[src/rtl/imem_refill_unit_pkg.sv]
// Shared constants and types for the instruction-memory refill path.
// The line-size define is also read by the icache controller, so both sides agree on the line geometry.
`ifndef PC_SIZE
`define PC_SIZE 32
`endif
`ifndef MEMORY_WORD
`define MEMORY_WORD 32
`endif
`ifndef ICACHE_LINE_WORDS
`define ICACHE_LINE_WORDS 4
`endif

package imem_refill_unit_pkg;

    typedef enum logic [1:0] {
        IDLE  = 2'd0,
        FILL  = 2'd1,
        DRAIN = 2'd2,
        DONE  = 2'd3
    } refill_state_t;

endpackage

[src/rtl/imem_refill_unit.sv]
// Refills one icache line from external memory, one word request per grant, words returned in order.
// Words appear one cycle after ext_rvalid; requests are held stable until ext_gnt, abort drains granted reads silently.
`ifndef PC_SIZE
`define PC_SIZE 32
`endif
`ifndef MEMORY_WORD
`define MEMORY_WORD 32
`endif
`ifndef ICACHE_LINE_WORDS
`define ICACHE_LINE_WORDS 4
`endif

module imem_refill_unit
    import imem_refill_unit_pkg::*;
#(
    parameter int ADDR_W     = `PC_SIZE,
    parameter int WORD_W     = `MEMORY_WORD,
    parameter int LINE_WORDS = `ICACHE_LINE_WORDS
) (
    input  logic              clk,
    input  logic              nrst,
    input  logic              miss_cache,
    input  logic [ADDR_W-1:0] ram_address,
    output logic [WORD_W-1:0] mem_word,
    output logic              word_ready,
    output logic              busy,
    output logic              ext_req,
    output logic [ADDR_W-1:0] ext_addr,
    input  logic              ext_gnt,
    input  logic [WORD_W-1:0] ext_rdata,
    input  logic              ext_rvalid
);

    localparam int OFF_W = $clog2(LINE_WORDS) + 2;
    localparam int CNT_W = $clog2(LINE_WORDS) + 1;
    localparam logic [CNT_W-1:0] LINE_CNT = CNT_W'(LINE_WORDS);
    localparam logic [CNT_W-1:0] LAST_CNT = CNT_W'(LINE_WORDS - 1);

    refill_state_t     state;
    refill_state_t     state_nx;
    logic [CNT_W-1:0]  iss_cnt;
    logic [CNT_W-1:0]  ret_cnt;
    logic [CNT_W-1:0]  outst;
    logic              gnt_take;
    logic              rsp_fill;
    logic              rsp_take;
    logic [ADDR_W-1:0] line_base;
    logic              unused_offset_bits;

    assign line_base          = {ram_address[ADDR_W-1:OFF_W], {OFF_W{1'b0}}};
    assign unused_offset_bits = ^ram_address[OFF_W-1:0];

    assign outst    = iss_cnt - ret_cnt;
    assign ext_req  = (state == FILL) && (iss_cnt < LINE_CNT);
    assign busy     = (state != IDLE);
    assign gnt_take = ext_req && ext_gnt;
    assign rsp_fill = ext_rvalid && (state == FILL);
    // Responses in DRAIN only count while something is still owed; strays are dropped.
    assign rsp_take = rsp_fill || (ext_rvalid && (state == DRAIN) && (outst != '0));

    always_comb begin
        state_nx = state;
        case (state)
            IDLE:  if (miss_cache) state_nx = FILL;
            FILL: begin
                if (rsp_fill && (ret_cnt == LAST_CNT)) state_nx = DONE;
                else if (!miss_cache)                  state_nx = DRAIN;
            end
            DRAIN: if (outst == '0) state_nx = DONE;
            DONE:  state_nx = IDLE;
            default: state_nx = IDLE;
        endcase
    end

    always_ff @(posedge clk or negedge nrst) begin
        if (!nrst) begin
            state      <= IDLE;
            iss_cnt    <= '0;
            ret_cnt    <= '0;
            ext_addr   <= '0;
            mem_word   <= '0;
            word_ready <= 1'b0;
        end else begin
            state      <= state_nx;
            word_ready <= rsp_fill;
            if (rsp_fill) mem_word <= ext_rdata;
            // ext_addr itself carries the latched line base, advanced one word per grant.
            if (state == IDLE) begin
                iss_cnt <= '0;
                ret_cnt <= '0;
                if (miss_cache) ext_addr <= line_base;
            end else begin
                if (gnt_take) begin
                    iss_cnt  <= iss_cnt + CNT_W'(1);
                    ext_addr <= ext_addr + ADDR_W'(4);
                end
                if (rsp_take) ret_cnt <= ret_cnt + CNT_W'(1);
            end
        end
    end

endmodule
[config.mk]
export PLATFORM = sky130hd
export DESIGN_NAME = imem_refill_unit
export DESIGN_NICKNAME = d
export VERILOG_FILES = /design/src/rtl/imem_refill_unit_pkg.sv /design/src/rtl/imem_refill_unit.sv
export SDC_FILE = /design/constraint.sdc
export NUM_CORES = 1
export LEC_CHECK = 0
export BUFFER_PORTS_ARGS = -buffer_cell sky130_fd_sc_hd__buf_2
export CORE_ASPECT_RATIO = 1.2
export CORE_UTILIZATION = 35
export DETAILED_ROUTE_END_ITERATION = 6
export GPL_TIMING_DRIVEN = 1
export PLACE_DENSITY = 0.58
export REMOVE_ABC_BUFFERS = 1
export SETUP_SLACK_MARGIN = 0.4
export SLEW_MARGIN = 20
export SYNTH_ARGS = -nofsm -noshare
export SYNTH_HDL_FRONTEND = slang
export SYNTH_SLANG_ARGS = --single-unit
[constraint.sdc]
create_clock -name clk -period 2.1 [get_ports clk]
set_input_delay 0.105 -clock clk [delete_from_list [all_inputs] [get_ports clk]]
set_output_delay 0.105 -clock clk [all_outputs]
set_load 0.05 [all_outputs]
## Word level (Yosys, flattened, before mapping)

Cells that the tools add are included.

| word-level totals | value |
|---|---|
| register bits | 73 |
| output and inout port bits | 67 |
| word-level logic and storage cells | 45 |

| operators by class | value |
|---|---|
| add/subtract/negate cells | 4 |
| order comparisons | 1 |
| equal/unequal tests | 7 |
| mux-type cells | 12 |
| reduce and logical (&&, ||, !) cells | 15 |

Operator list:

| kind | number |
|---|---|
| 32-bit 2-to-1 mux | 3 |
| 32-bit by 3-bit adder with 32-bit output, second input constant | 1 |
| 3-bit 2-to-1 mux | 4 |
| 2-bit 2-to-1 mux | 4 |
| 2-bit case mux with 4 select lines | 1 |
| 3-bit by 1-bit adder with 3-bit output, second input constant | 2 |
| 1-bit logical AND | 6 |
| 2-bit nonzero test | 3 |
| 2-bit == test, second input constant | 2 |
| 3-bit by 2-bit == test with 1-bit output, second input constant | 1 |
| 3-bit logical NOT | 1 |
| 3-bit < comparator, second input constant | 1 |
| 3-bit by 2-bit inequality test with 1-bit output, second input constant | 1 |
| 3-bit AND reduction | 1 |
| 3-bit nonzero test | 1 |
| 3-bit subtractor | 1 |
| 2-bit by 1-bit == test with 1-bit output, second input constant | 1 |
| 2-bit logical NOT | 1 |
| 2-bit by 1-bit inequality test with 1-bit output, second input constant | 1 |
| 2-bit inequality test, second input constant | 1 |
| 2-bit AND reduction | 1 |
| 1-bit logical OR | 1 |

## Longest topological paths before layout

| logic depth | value |
|---|---|
| word-level depth | 6 |
| mapped depth | 9 |
| gate-level depth less buffers | 6 |

## Least setup slack after synthesis

OpenSTA, ideal clock, no wires.

| path | value |
|---|---|
| kind | flip-flop to flip-flop |
| start point | reg ext_addr[17] |
| end point | reg ext_addr[24] |
| library setup time | 0.071 ns |
| arrival | 2.182 ns |
| required time | 2.029 ns |
| path slack | -0.153 ns |
| cell stages (with the launch flop) | 7 |
| cell sequence | dfrtp_1 -> buf_4 -> nand4_2 -> or4_1 -> buf_2 -> or4_1 -> nand3_1 |

| on the way | value |
|---|---|
| cells in the longest elaborated chain, start to end | 3 |

Ends and longest elaborated chain:

| what | RTL line | RTL |
|---|---|---|
| from (decl) | imem_refill_unit.sv:28 | `output logic [ADDR_W-1:0] ext_addr,` |
| from (signal assigned) | imem_refill_unit.sv:91 | `if (miss_cache) ext_addr <= line_base;` |
| from (signal assigned) | imem_refill_unit.sv:95 | `ext_addr <= ext_addr + ADDR_W'(4);` |
| 32-bit by 3-bit adder with 32-bit output | imem_refill_unit.sv:95 |  |
| 32-bit 2-to-1 mux | imem_refill_unit.sv:93 | `if (gnt_take) begin` |
| 32-bit 2-to-1 mux | imem_refill_unit.sv:88 | `if (state == IDLE) begin` |

Every way passes these cells. The select of a mux whose other input is x is not followed.
A chain may end at the register's enable or synchronous reset.

## Worst setup path in the final report

| path | value |
|---|---|
| start point | reg state[1] |
| end point | reg ext_addr[24] |

| on the way | value |
|---|---|
| cells in the longest elaborated chain, start to end | 5 |
| elaborated cells on any way between the ends | 8 |

Ends and longest elaborated chain:

| what | RTL line | RTL |
|---|---|---|
| from (decl) | imem_refill_unit.sv:39 | `refill_state_t state;` |
| from (signal assigned) | imem_refill_unit.sv:84 | `state <= state_nx;` |
| 2-bit by 1-bit == test with 1-bit output | imem_refill_unit.sv:54 | `assign ext_req = (state == FILL) && (iss_cnt < LINE_CNT);` |
| 1-bit logical AND | imem_refill_unit.sv:54 |  |
| 1-bit logical AND | imem_refill_unit.sv:56 | `assign gnt_take = ext_req && ext_gnt;` |
| 2-bit nonzero test (no source line) | -- |  |
| 2-bit AND reduction (no source line) | -- |  |

Several ways; a longest one is shown, not always the timed one.

==> flow_summary.toml <==
[timing]
fin_worst_skew_ps = 7.96
grt_setup_unrepaired = "true"
maxSlewHeadroom_pct = 63.2
fin_setup_tns_ps = 0
fmax_mhz = 528
tightest_slew_ps = 544
hold_viol_final = 0
drv_slew = 0
timing.final.crit_share_pct = 90.3
setup_violations = 0
post-route-min-period_ps = 1900

[synth]
synth_top_cell_area_share_pct = 44.7
synth_commonest_cells = "dfrtp_1 (71), mux2_2 (37), nor2_1 (26)"
synthMuxAreaShare_pct = 11.5
synth-simple-area-share_pct = 19.4
async_reset_ff_share_pct = 100
synth_xor_area_share_pct = 0.881
synth_adder_area_share_pct = 2.83
yosys.area.top_type = "dfrtp_1"
synth_area_leaders = "dfrtp_1 (45%), mux2_2 (10%), ha_1 (2.8%), a21oi_1 (2.6%), nor2_1 (2.5%)"
synth_top_family_by_area = "simple AND/OR/NAND/NOR gates"
synth.most_common_cell = "dfrtp_1"
synth_area_um2 = 3980
syn_area_per_cell_um2 = 9.95
synthCells = 400
seq_area_frac_synth_pct = 44.7
synth_edf_count = 0
synthFlopType = "dfrtp_1"
ys_seq_elements = 71
synth_warnings = 0
synth_compound_area_share_pct = 15.6
ys_types = 61

[final_layout]
area_growth_pct = 57.3
drive_above_1_share_pct = 52.4
insertedDiodeCount = 0
final_cells = 750
nNetsFinal = 691

[drt]
drt_iter0_drc = 228
drtAntennaViolNets = 0
routedWlPerCell_um = 17.7
wirelength_um = 13300
firstDrtPassIters = 4
drc_errors = 0
num_vias = 4130
via_per_inst = 5.51

[power]
p_total_mw = 11.1
powerDensity_nw_per_um2 = 1770
p_leak_nw = 2.78
ir_drop_v = 0.000678

[grt]
grt_usage_pct = 21.7
grt_pass1_wl_um = 19700
globalRoute.totalOverflow = 0
grt_pass1_vias = 3900
grt_antenna_before_repair = 0
grt_max_degree = 72

[critical_path]
reg2reg_setup_slack_ps = 200
end_kind = "register"
crit_path_end = "ext_addr[24]"
r2r_cells = 7
r2r_end = "ext_addr[24]"
worstPathArrival_ps = 2170
rr_startpoint = "state[1]"
crit_type = "register to register"
critPathMaxFanout = 4
cp-start-kind = "register"
worst_ep_required_time_ps = 2380
critPathLaunch = "state[1]"

[run_status]
status = "completed"

[clock_network]
htree_levels = 3
numCtsBuffers = 9
clock-sinks = 71
clk_latency_ps = 340
root_buffer = "clkbuf_16"
cts_buffer_depth = 2
clk_pin_slew_ps = 60
cts_tree = "yes"

[min_path]
min_path_cells = 2
min_path_type = "input port to register"
min_from = "ext_rdata[1]"

[placed_design]
port_buffers = 129
post-place-cells = 674
place_congestion = 0.831
dp_hpwl_um = 8470

[floorplanning]
rows = 42
die-area_um2 = 11800
core_area_um2 = 11000
die_h_um = 119
die_w_um = 99.3
initial_core_util_pct = 36.1
ios = 136

[job]
maxCapViolCount = 0
through the flow:
| stage | utilization (%) | cell area, um^2 | hold slack [ps] | setup slack, ps |
|---|---|---|---|---|
| CTS | 53.3 | 5880 | 0.989 | 247 |
| floorplan | - | 3820 | -191 | -1320 |
| finish | 56.7 | 6260 | 1.19 | 205 |
| global placement | 45.2 | 4980 | 166 | 164 |
| detailed placement | 45.2 | 4980 | 166 | 133 |
| global route | 56.7 | 6260 | 6.88 | 170 |
state kept, by name, summed over array words and instances (netlist names):
register and flops:
state 2, ret_cnt 3, ext_addr 30, word_ready 1, mem_word 32, iss_cnt 3
layout make-up:
| type | count | area [um^2] |
|---|---|---|
| fill | 946 | 4780 |
| multi-input combinational | 290 | 2360 |
| sequential | 71 | 1780 |
| timing repair buffer | 230 | 1600 |
| clock buffer | 9 | 225 |
| tap | 132 | 165 |
| clock inverter | 7 | 80.1 |
| inverter | 11 | 41.3 |
layer usage:
metal  up-vias  GRT usage, %  routed length (um)
met5         -             0                   0
met4         0          8.00                 258
met3        16          4.97                 976
met2       169          37.2                6560
met1      2004          26.2                5510
li1       1941             -                   -
cells in the final DEF (no fill, tap or decap), types with 10 or more instances in the layout:
cell type,instances
buf_2,128
dfrtp_1,66
buf_4,54
mux2_2,37
dlygate4sd3_1,25
nand2_1,24
nor2_1,23
a21oi_1,18
buf_6,18
nand4_1,10
clkbuf_16,10
kinds of logic (layout without fill, tap and decap cells):
logic type	after synthesis	in the layout
AOI/OAI and AO/OA	92	92
muxes	41	41
xor gates and xnor gates	4	4
adders and majority gates	9	9
and+or+nand+nor	142	142
other	1	2
DFF	71	71
buffers and inverters	40	257
worst min-delay path by stage:
stage | to
detailed placement | mem_word[2]
global route | mem_word[25]
finish | mem_word[1]
CTS | mem_word[27]
global placement | mem_word[0]
floorplan | ext_addr[10]
power breakdown:
group / switching [mW] / total, mW / internal [mW]
Combinational: 4.38 / 6.92 / 2.54
Clock: 0.644 / 1.58 / 0.932
Sequential: 0.592 / 2.60 / 2.01
timing repair:
| action | 4_1_cts | 5_1_grt |
|---|---|---|
| buffers inserted | 20 | 13 |
| hold endpoints to repair | 95 | 0 |
| cloned | 0 | 2 |
| gates resized for setup | 41 | 66 |
| hold buffers | 25 | 0 |
| pin swaps | 12 | 19 |
| setup endpoints to repair | 33 | 32 |
critical path, stage by stage, from the launching register on:
cell	delay, ps
dfrtp_1	390
inv_2	80
ha_4	130
nand3b_1	200
buf_6	200
or3_1	310
or4_4	440
nand3_2	80
No activity file was read; power rests on OpenSTA's default activity.
